File: src/rtl/line_mem_bridge_if.sv
// Upstream line port and downstream word-RAM port of the line memory bridge.
// slave: the bridge's view. master: the view of whatever drives the line
// requests and models the RAM.
interface line_mem_bridge_if #(
  parameter int ADDR_WIDTH = 32,
  parameter int LINE_SIZE  = 32,
  parameter int WORD_WIDTH = 32
);
  logic                    mem_read;
  logic                    mem_write;
  logic [ADDR_WIDTH-1:0]   mem_addr;
  logic [LINE_SIZE*8-1:0]  mem_write_data;
  logic [LINE_SIZE*8-1:0]  mem_read_data;
  logic                    mem_ready;

  logic                    ram_req;
  logic                    ram_we;
  logic [ADDR_WIDTH-1:0]   ram_addr;
  logic [WORD_WIDTH-1:0]   ram_wdata;
  logic [WORD_WIDTH-1:0]   ram_rdata;
  logic                    ram_ack;

  modport slave (
    input  mem_read, mem_write, mem_addr, mem_write_data, ram_rdata, ram_ack,
    output mem_read_data, mem_ready, ram_req, ram_we, ram_addr, ram_wdata
  );

  modport master (
    output mem_read, mem_write, mem_addr, mem_write_data, ram_rdata, ram_ack,
    input  mem_read_data, mem_ready, ram_req, ram_we, ram_addr, ram_wdata
  );
endinterface

File: src/rtl/line_mem_bridge.sv
// Line-to-word bridge: turns whole-line reads/writes into BEATS ascending
// word transactions on a req/ack RAM port, with a per-beat timeout so a hung
// RAM can never stall the upstream bus.
//
// state   | meaning
// IDLE    | waiting for mem_write (priority) or mem_read
// RD_BEAT | issuing read beat beat_q, capturing ram_rdata on ack
// WR_BEAT | issuing write beat beat_q from the latched line
// DONE    | one-cycle mem_ready pulse; read line published
module line_mem_bridge #(
  parameter int ADDR_WIDTH = 32,
  parameter int LINE_SIZE  = 32,
  parameter int WORD_WIDTH = 32,
  parameter int TIMEOUT    = 255
) (
  input  logic              clk,
  input  logic              rst_n,
  line_mem_bridge_if.slave  bus,
  output logic              busy,
  output logic              err_timeout
);
  localparam int LINE_BITS  = LINE_SIZE * 8;
  localparam int BEATS      = LINE_BITS / WORD_WIDTH;
  localparam int BEAT_W     = (BEATS > 1) ? $clog2(BEATS) : 1;
  localparam int TMO_W      = $clog2(TIMEOUT + 1);
  localparam int WORD_BYTES = WORD_WIDTH / 8;

  typedef enum logic [1:0] {IDLE, RD_BEAT, WR_BEAT, DONE} state_t;

  state_t                 state_q, state_d;
  logic [ADDR_WIDTH-1:0]  base_q, base_d;
  logic [LINE_BITS-1:0]   wline_q, wline_d;
  logic [LINE_BITS-1:0]   rbuf_q, rbuf_d;
  logic [LINE_BITS-1:0]   rdata_q, rdata_d;
  logic [BEAT_W-1:0]      beat_q, beat_d;
  logic [TMO_W-1:0]       tmo_q, tmo_d;
  logic                   err_q, err_d;

  logic                   ram_req;
  logic                   ram_we;
  logic                   mem_ready;
  logic                   tmo_hit;
  logic                   beat_end;
  logic                   last_beat;

  // A beat ends on ack, or on the final allowed wait cycle without one.
  assign tmo_hit   = !bus.ram_ack && (tmo_q == TMO_W'(TIMEOUT - 1));
  assign beat_end  = bus.ram_ack || tmo_hit;
  assign last_beat = (beat_q == BEAT_W'(BEATS - 1));

  // Next-state, datapath updates and handshake outputs.
  always_comb begin
    state_d   = state_q;
    base_d    = base_q;
    wline_d   = wline_q;
    rbuf_d    = rbuf_q;
    rdata_d   = rdata_q;
    beat_d    = beat_q;
    tmo_d     = tmo_q;
    err_d     = err_q;
    ram_req   = 1'b0;
    ram_we    = 1'b0;
    mem_ready = 1'b0;

    case (state_q)
      IDLE: begin
        beat_d = '0;
        tmo_d  = '0;
        if (bus.mem_write) begin
          base_d  = bus.mem_addr & ~ADDR_WIDTH'(LINE_SIZE - 1);
          wline_d = bus.mem_write_data;
          state_d = WR_BEAT;
        end else if (bus.mem_read) begin
          base_d  = bus.mem_addr & ~ADDR_WIDTH'(LINE_SIZE - 1);
          state_d = RD_BEAT;
        end
      end

      RD_BEAT, WR_BEAT: begin
        ram_req = 1'b1;
        ram_we  = (state_q == WR_BEAT);
        if (beat_end) begin
          // An abandoned read beat leaves zeros rather than stale data.
          if (state_q == RD_BEAT) begin
            rbuf_d[int'(beat_q)*WORD_WIDTH +: WORD_WIDTH] =
              bus.ram_ack ? bus.ram_rdata : '0;
          end
          if (tmo_hit) begin
            err_d = 1'b1;
          end
          tmo_d = '0;
          if (last_beat) begin
            beat_d  = '0;
            state_d = DONE;
            // The published line only changes when a read finishes, so it
            // stays valid through any later write or partial read.
            if (state_q == RD_BEAT) begin
              rdata_d = rbuf_d;
            end
          end else begin
            beat_d = beat_q + BEAT_W'(1);
          end
        end else begin
          tmo_d = tmo_q + TMO_W'(1);
        end
      end

      DONE: begin
        mem_ready = 1'b1;
        state_d   = IDLE;
      end

      default: state_d = IDLE;
    endcase
  end

  // State and datapath registers with synchronous active-low reset.
  always_ff @(posedge clk) begin
    if (!rst_n) begin
      state_q <= IDLE;
      base_q  <= '0;
      wline_q <= '0;
      rbuf_q  <= '0;
      rdata_q <= '0;
      beat_q  <= '0;
      tmo_q   <= '0;
      err_q   <= 1'b0;
    end else begin
      state_q <= state_d;
      base_q  <= base_d;
      wline_q <= wline_d;
      rbuf_q  <= rbuf_d;
      rdata_q <= rdata_d;
      beat_q  <= beat_d;
      tmo_q   <= tmo_d;
      err_q   <= err_d;
    end
  end

  assign bus.ram_req       = ram_req;
  assign bus.ram_we        = ram_we;
  assign bus.ram_addr      = base_q + ADDR_WIDTH'(beat_q) * ADDR_WIDTH'(WORD_BYTES);
  assign bus.ram_wdata     = wline_q[int'(beat_q)*WORD_WIDTH +: WORD_WIDTH];
  assign bus.mem_ready     = mem_ready;
  assign bus.mem_read_data = rdata_q;
  assign busy              = (state_q != IDLE);
  assign err_timeout       = err_q;
endmodule

File: src/flat_wrapper.sv
// flat-port wrapper written by rule: the top's interface ports become plain ports
module line_mem_bridge_flat 
#(
  parameter int ADDR_WIDTH = 32,
  parameter int LINE_SIZE  = 32,
  parameter int WORD_WIDTH = 32,
  parameter int TIMEOUT    = 255
)
  (clk, rst_n, busy, err_timeout, bus_mem_read, bus_mem_write, bus_mem_addr, bus_mem_write_data, bus_ram_rdata, bus_ram_ack, bus_mem_read_data, bus_mem_ready, bus_ram_req, bus_ram_we, bus_ram_addr, bus_ram_wdata);
  line_mem_bridge_if #(.ADDR_WIDTH(ADDR_WIDTH), .LINE_SIZE(LINE_SIZE), .WORD_WIDTH(WORD_WIDTH)) bus_i ();
  input  logic clk;
  input  logic rst_n;
  output logic busy;
  output logic err_timeout;
  input wire logic [$bits(bus_i.mem_read)-1:0] bus_mem_read;
  input wire logic [$bits(bus_i.mem_write)-1:0] bus_mem_write;
  input wire logic [$bits(bus_i.mem_addr)-1:0] bus_mem_addr;
  input wire logic [$bits(bus_i.mem_write_data)-1:0] bus_mem_write_data;
  input wire logic [$bits(bus_i.ram_rdata)-1:0] bus_ram_rdata;
  input wire logic [$bits(bus_i.ram_ack)-1:0] bus_ram_ack;
  output wire logic [$bits(bus_i.mem_read_data)-1:0] bus_mem_read_data;
  output wire logic [$bits(bus_i.mem_ready)-1:0] bus_mem_ready;
  output wire logic [$bits(bus_i.ram_req)-1:0] bus_ram_req;
  output wire logic [$bits(bus_i.ram_we)-1:0] bus_ram_we;
  output wire logic [$bits(bus_i.ram_addr)-1:0] bus_ram_addr;
  output wire logic [$bits(bus_i.ram_wdata)-1:0] bus_ram_wdata;
  assign bus_i.mem_read = bus_mem_read;
  assign bus_i.mem_write = bus_mem_write;
  assign bus_i.mem_addr = bus_mem_addr;
  assign bus_i.mem_write_data = bus_mem_write_data;
  assign bus_i.ram_rdata = bus_ram_rdata;
  assign bus_i.ram_ack = bus_ram_ack;
  assign bus_mem_read_data = bus_i.mem_read_data;
  assign bus_mem_ready = bus_i.mem_ready;
  assign bus_ram_req = bus_i.ram_req;
  assign bus_ram_we = bus_i.ram_we;
  assign bus_ram_addr = bus_i.ram_addr;
  assign bus_ram_wdata = bus_i.ram_wdata;
  line_mem_bridge #(.ADDR_WIDTH(ADDR_WIDTH), .LINE_SIZE(LINE_SIZE), .WORD_WIDTH(WORD_WIDTH), .TIMEOUT(TIMEOUT)) u_core (.clk(clk), .rst_n(rst_n), .bus(bus_i), .busy(busy), .err_timeout(err_timeout));
endmodule
File: config.mk
export PLATFORM = sky130hd
export DESIGN_NAME = line_mem_bridge_flat
export DESIGN_NICKNAME = d
export VERILOG_FILES = /design/src/rtl/line_mem_bridge_if.sv /design/src/rtl/line_mem_bridge.sv /design/src/flat_wrapper.sv
export SDC_FILE = /design/constraint.sdc
export NUM_CORES = 2
export LEC_CHECK = 0
export BUFFER_PORTS_ARGS = -buffer_cell sky130_fd_sc_hd__buf_2
export CORE_UTILIZATION = 50
export CTS_BUF_LIST = sky130_fd_sc_hd__clkbuf_8
export DETAILED_ROUTE_END_ITERATION = 10
export HOLD_SLACK_MARGIN = 0.15
export PLACE_DENSITY = 0.73
export SLEW_MARGIN = 20
export SYNTH_ARGS = -nofsm -noshare
export SYNTH_HDL_FRONTEND = slang
export SYNTH_SLANG_ARGS = --single-unit
File: constraint.sdc
create_clock -name clk -period 6.2 [get_ports clk]
set_input_delay 0.93 -clock clk [delete_from_list [all_inputs] [get_ports clk]]
set_output_delay 0.93 -clock clk [all_outputs]
set_load 0.01 [all_outputs]
# Yosys cells after proc, flatten, opt, wreduce, memory -nomap -nowiden
# Index checks and enable logic that the tools add are counted.
# word_totals
in_bits,325
regBits,814
out_inout_bits,325
# classes
n_addsub,4
eq_ne,8
shifts,3
reduce_logical,15
n_mux,18
# op_table
operator,count
256-bit bitwise mux,1
256-bit 2-to-1 mux,1
"32-bit by 33-bit variable shift with 256-bit output, first input constant",1
256-bit by 9-bit indexed part select with 32-bit output,1
32-bit by 33-bit indexed part select with 256-bit output,1
32-bit 2-to-1 mux,3
8-bit negation with 33-bit output,1
32-bit by 5-bit adder with 32-bit output,1
8-bit one-hot mux with 2 select lines,1
"8-bit by 1-bit adder with 8-bit output, second input constant",1
"8-bit equality test, second input constant",1
2-bit 2-to-1 mux,4
8-bit 2-to-1 mux,1
2-bit AND reduction,4
3-bit 2-to-1 mux,2
2-bit one-hot mux with 3 select lines,1
3-bit one-hot mux with 2 select lines,1
3-bit AND reduction,2
2-bit nonzero test,3
"2-bit equality test, second input constant",2
"2-bit by 1-bit != test with 1-bit output, second input constant",2
4-bit AND reduction,1
"3-bit by 1-bit adder with 3-bit output, second input constant",1
"3-bit equality test, second input constant",1
8 further kinds,10

# Depth between registers and ports, before layout
# depth
word_depth,5
depth_mapped,13
ltp_nobuf,7

# Worst setup path after synthesis
# Ideal clock, no wire load.
# synth_path
kind,register to register
startpoint,register u_core.beat_q[1]
endpoint,register u_core.rbuf_q[225]
slack_ns,2.872
required_time_ns,6.080
period_less_slack_ns,3.328
stages_incl_launch_ff,14
n_path_buf,6
setup_ns,0.120
arrival_ns,3.208
cell_sequence,dfxtp_1 clkbuf_1 clkbuf_1 clkbuf_1 inv_1 ha_1 ha_1 nand2b_1 or3_1 buf_2 or2_1 buf_6 buf_6 mux2i_1
# synth_via
elab_chain_cells,4
word_cells_on_any_way,5
# synth_lines
item,line,text
start: declaration,line_mem_bridge.sv:35,"logic [BEAT_W-1:0] beat_q, beat_d;"
start signal: assignment,line_mem_bridge.sv:134,beat_q <= beat_d;
8-bit negation with 33-bit output *,line_mem_bridge.sv:85,rbuf_d[int'(beat_q)*WORD_WIDTH +: WORD_WIDTH] =
32-bit by 33-bit indexed part select with 256-bit output / 32-bit by 33-bit variable shift with 256-bit output (equally long branches),line_mem_bridge.sv:85,
256-bit bitwise mux *,line_mem_bridge.sv:85,
256-bit 2-to-1 mux *,line_mem_bridge.sv:84,if (state_q == RD_BEAT) begin
end signal: assignment,line_mem_bridge.sv:132,rbuf_q <= rbuf_d;
end: declaration,line_mem_bridge.sv:33,"logic [LINE_BITS-1:0] rbuf_q, rbuf_d;"
# Every way passes the cells marked *; elsewhere a longest branch is shown, timed or not.
# A chain may end at the register's enable or synchronous reset.

# Final worst setup path
# layout_path
startpoint,register u_core.beat_q[0]
endpoint,output bus_ram_wdata[3]
# layout_via
elab_chain_cells,1
# layout_lines
item,line,text
256-bit by 9-bit indexed part select with 32-bit output,line_mem_bridge.sv:143,assign bus.ram_wdata = wline_q[int'(beat_q)*WORD_WIDTH +: WORD_WIDTH];
end: declaration,flat_wrapper.sv:26,output wire logic [$bits(bus_i.ram_wdata)-1:0] bus_ram_wdata;
# Every way passes these cells.

==> metrics.md <==
| Metric | Value |
|---|---|
| Status | `finished clean` |
| Most frequent cells in the layout | `nand2_1, dfxtp_1, buf_2` |
| Final Net Count | `~4600` |
| Total gr overflow | `0` |
| Worst Hold Endpoint | `u_core.base_q[22]` |
| CTS tree | `built` |
| Max VDD drop | `0.231 mV` |
| CP Data Arrival Time | `just under 4 ns` |
| R2R setup slack | `2.26 ns` |
| Worst Clk Skew | `0.0385 ns` |
| Final setup vio count | `0` |
| Non-Filler Instances | `5217` |
| Worst Hold Depth | `3` |
| Crit Path Class | `flip-flop to output pin` |
| H-tree Lvls | `4` |
| RSZ-0062 raised after global routing | `no` |
| CTS sink cnt | `809` |
| Fin. max-slew vios | `0` |
| Die height | `around 260 µm` |
| Leakage Power | `0.0173 µW` |
| GRT Total Usage | `30.6%` |
| Vias/cell | `5.73` |
| CTS Buf Count | `around 140` |
| Synth Warn # | `0` |
| Worst R2R End | `u_core.rbuf_q[255]` |
| Synth cell types | `47` |
| Final RePlAce weighted congestion | `0.831` |
| Synthesis-to-finish area growth | `18.0%` |
| Worst r2r src | `u_core.beat_q[0]` |
| Largest net degree at the start of global routing | `about 260` |
| Vias in the first global route | `about 28000` |
| Post-place setup slack | `1.98 ns` |
| Clk slew on worst S/H paths | `0.06 ns` |
| Postcts setup bufs | `0` |
| Post-layout minimum cycle time | `4.85 ns` |
| Post-DP Area | `approximately 37000 µm²` |
| Hold path start | `bus_mem_addr[22]` |
| Flop and latch count out of synthesis | `809` |
| Design Area, Final | `40200 µm²` |
| Post-CTS sizing | `0` |
| Sum Neg Setup Slack | `0 ns` |
| Routed wire length | `110000 µm` |
| Fin crit share | `between 70% and 80%` |
| Top cell type by total area after synthesis | `dfxtp_1` |
| Clock root buffer | `clkbuf_8` |
| First-pass DRT Iterations | `5` |
| Worst EP required | `about 5.3 ns` |
| Worst Tran Pin Value | `1.14 ns` |
| Startpoint Class | `flip-flop` |
| Mapped Cells | `around 3800` |
| Top-level I/O count | `650` |
| Vias | `29900` |
| Crit end category | `output pin` |
| Worst hold slack | `0.368 ns` |
| Final WS setup | `1.35 ns` |
| Hold Vio Cnt, Final | `0` |
| DIE AREA | `69200 µm²` |
| Mapped Avg Cell Area | `9.05 µm²` |
| Initial DRC Count | `2887` |
| Post-Place Cells | `~5000` |
| Port bufs | `between 600 and 700` |
| Clk buf depth | `3` |
| Relative slew slack | `between 20 and 25%` |
| Top-area cell type share of the netlist area | `47.5%` |
| Residual DRC | `0` |
| Most common cell after layout, fill and taps aside | `nand2_1` |
| Starting Density | `50.7%` |
| Hold Buf Count CTS | `0` |
| CP Max Fanout | `44` |
| Async S/R FF share, synth | `0%` |
| Core area | `a little under 70000 µm²` |
| PwrDens | `328 nW/µm²` |
| Sequential-to-total area share from yosys stat | `47.5%` |
| Row count | `95` |
| Ratio of cells with drive above 1 in the final layout | `22.5%` |
| Ys flop type | `dfxtp_1` |
| Max-cap violations | `0` |
| Top post-synthesis cells by area | `dfxtp_1, mux2i_1, nand2_1, a21oi_1, a211oi_1` |
| Initial antenna violation count | `23` |
| Filler instances | `5946` |
| Clk_lat worst skew | `approximately 0.8 ns` |
| Detail Route Antenna Nets | `0` |
| Avg WL per Cell | `between 20 and 25 µm` |
| Synthesized area | `34100 µm²` |
| Fmax | `0.206 GHz` |
| Reg2reg path depth | `9` |
| Number of flops mapped to enable cells by yosys | `0` |
| Hpwl dp | `71100 µm` |
| First-pass GRT wire length | `164000 µm` |
| Die width | `263 µm` |
| Class of the tightest hold or removal check | `input pin to flip-flop` |
==> layer usage <==
layer / vias up / track usage, % / part of all wire (%)
li1: 14200 / - / -
met1: 14300 / 37.1 / 40
met2: 1195 / 49.8 / 48
met3: 257 / 7.48 / 7.2
met4: 22 / 16.6 / 5.0
met5: - / 0 / 0.12
==> state kept, by name (all words and copies together), names as in the netlist <==
register	cells
u_core.base_q	27
u_core.beat_q	3
u_core.bus.mem_read_data	256
u_core.err_timeout	1
u_core.rbuf_q	256
u_core.state_q	2
u_core.tmo_q	8
u_core.wline_q	256
==> synthesized netlist by cell type (2+ instances only) <==
master,number
nor2b_1,4
o211a_1,33
dfxtp_1,809
ha_1,13
or3_1,2
nand3_1,41
mux2i_1,450
buf_6,4
o211ai_1,31
o221a_2,2
inv_1,7
a21oi_1,508
clkbuf_1,244
a211oi_1,225
o21ai_0,47
or2_1,2
nor4_4,2
and3_1,32
mux4_2,64
nand2b_1,4
nand2_1,962
o21ai_1,21
and3b_1,2
nand3b_1,2
buf_4,8
buf_2,89
xor2_1,2
nand4b_1,2
xnor2_1,3
nand4_1,65
and2_1,34
a31oi_1,2
buf_1,14
nor3_4,2
o32ai_1,2
nor2_1,19
==> metrics by stage <==
step	power (µW)	util (%)
6_report	13200	59.8
5_1_grt	13800	59.7
4_1_cts	13200	59.7
3_5_place_dp	8490	55.6
3_3_place_gp	8450	55.6
2_1_floorplan	7610	-
==> critical path: stages (launching register included) <==
cell     delay [ns]
dfxtp_4        0.70
buf_4          0.61
buf_4          0.66
mux4_2         0.64
nand2_1        0.24
nand2_1        0.09
buf_2          0.16
==> cell type report <==
class | count | area [µm²] | area share (%)
multi-input combinational | 2587 | 16400 | 40.9
sequential | 809 | 16200 | 40.3
timing repair buffer | 687 | 3670 | 9.12
clock buffer | 169 | 2330 | 5.78
tap | 873 | 1090 | 2.72
clock inverter | 67 | 409 | 1.02
inverter | 9 | 41.3 | 0.103
antenna | 16 | 40.0 | 0.0996
==> power breakdown <==
part / leakage [µW] / internal (µW) / switching [µW] / total (µW)
sequential: 0.00656 / 5520 / 214 / 5740
clock: 0.00158 / 2590 / 2200 / 4780
combinational: 0.00918 / 863 / 1820 / 2680
==> how the worst max path moves through the flow <==
stage	start	end	slack, ns	cells past startpoint
floorplan	u_core.beat_q[1]	u_core.rbuf_q[225]	2.87	13
global placement	u_core.beat_q[0]	bus_ram_wdata[3]	1.99	6
detailed placement	u_core.beat_q[0]	bus_ram_wdata[3]	1.98	6
CTS	u_core.beat_q[0]	bus_ram_wdata[3]	1.12	6
global route	u_core.beat_q[0]	bus_ram_wdata[3]	1.06	6
finish	u_core.beat_q[0]	bus_ram_wdata[3]	1.35	6
==> kinds of logic (layout without fill, tap and decap cells) <==
family / Yosys count / count (layout) / share of synthesized area [%]
and+or+nand+nor: 1180 / 1180 / 14.6
adders and majority gates: 13 / 13 / 0.477
muxes: 514 / 514 / 17.4
buffers and inverters: 369 / 932 / 4.57
AOI/OAI and AO/OA: 873 / 873 / 15.3
xor gates and xnor gates: 5 / 5 / 0.129
other: 1 / 18 / 0.0110
DFF: 809 / 809 / 47.5
No activity file was read; power rests on OpenSTA's default activity.
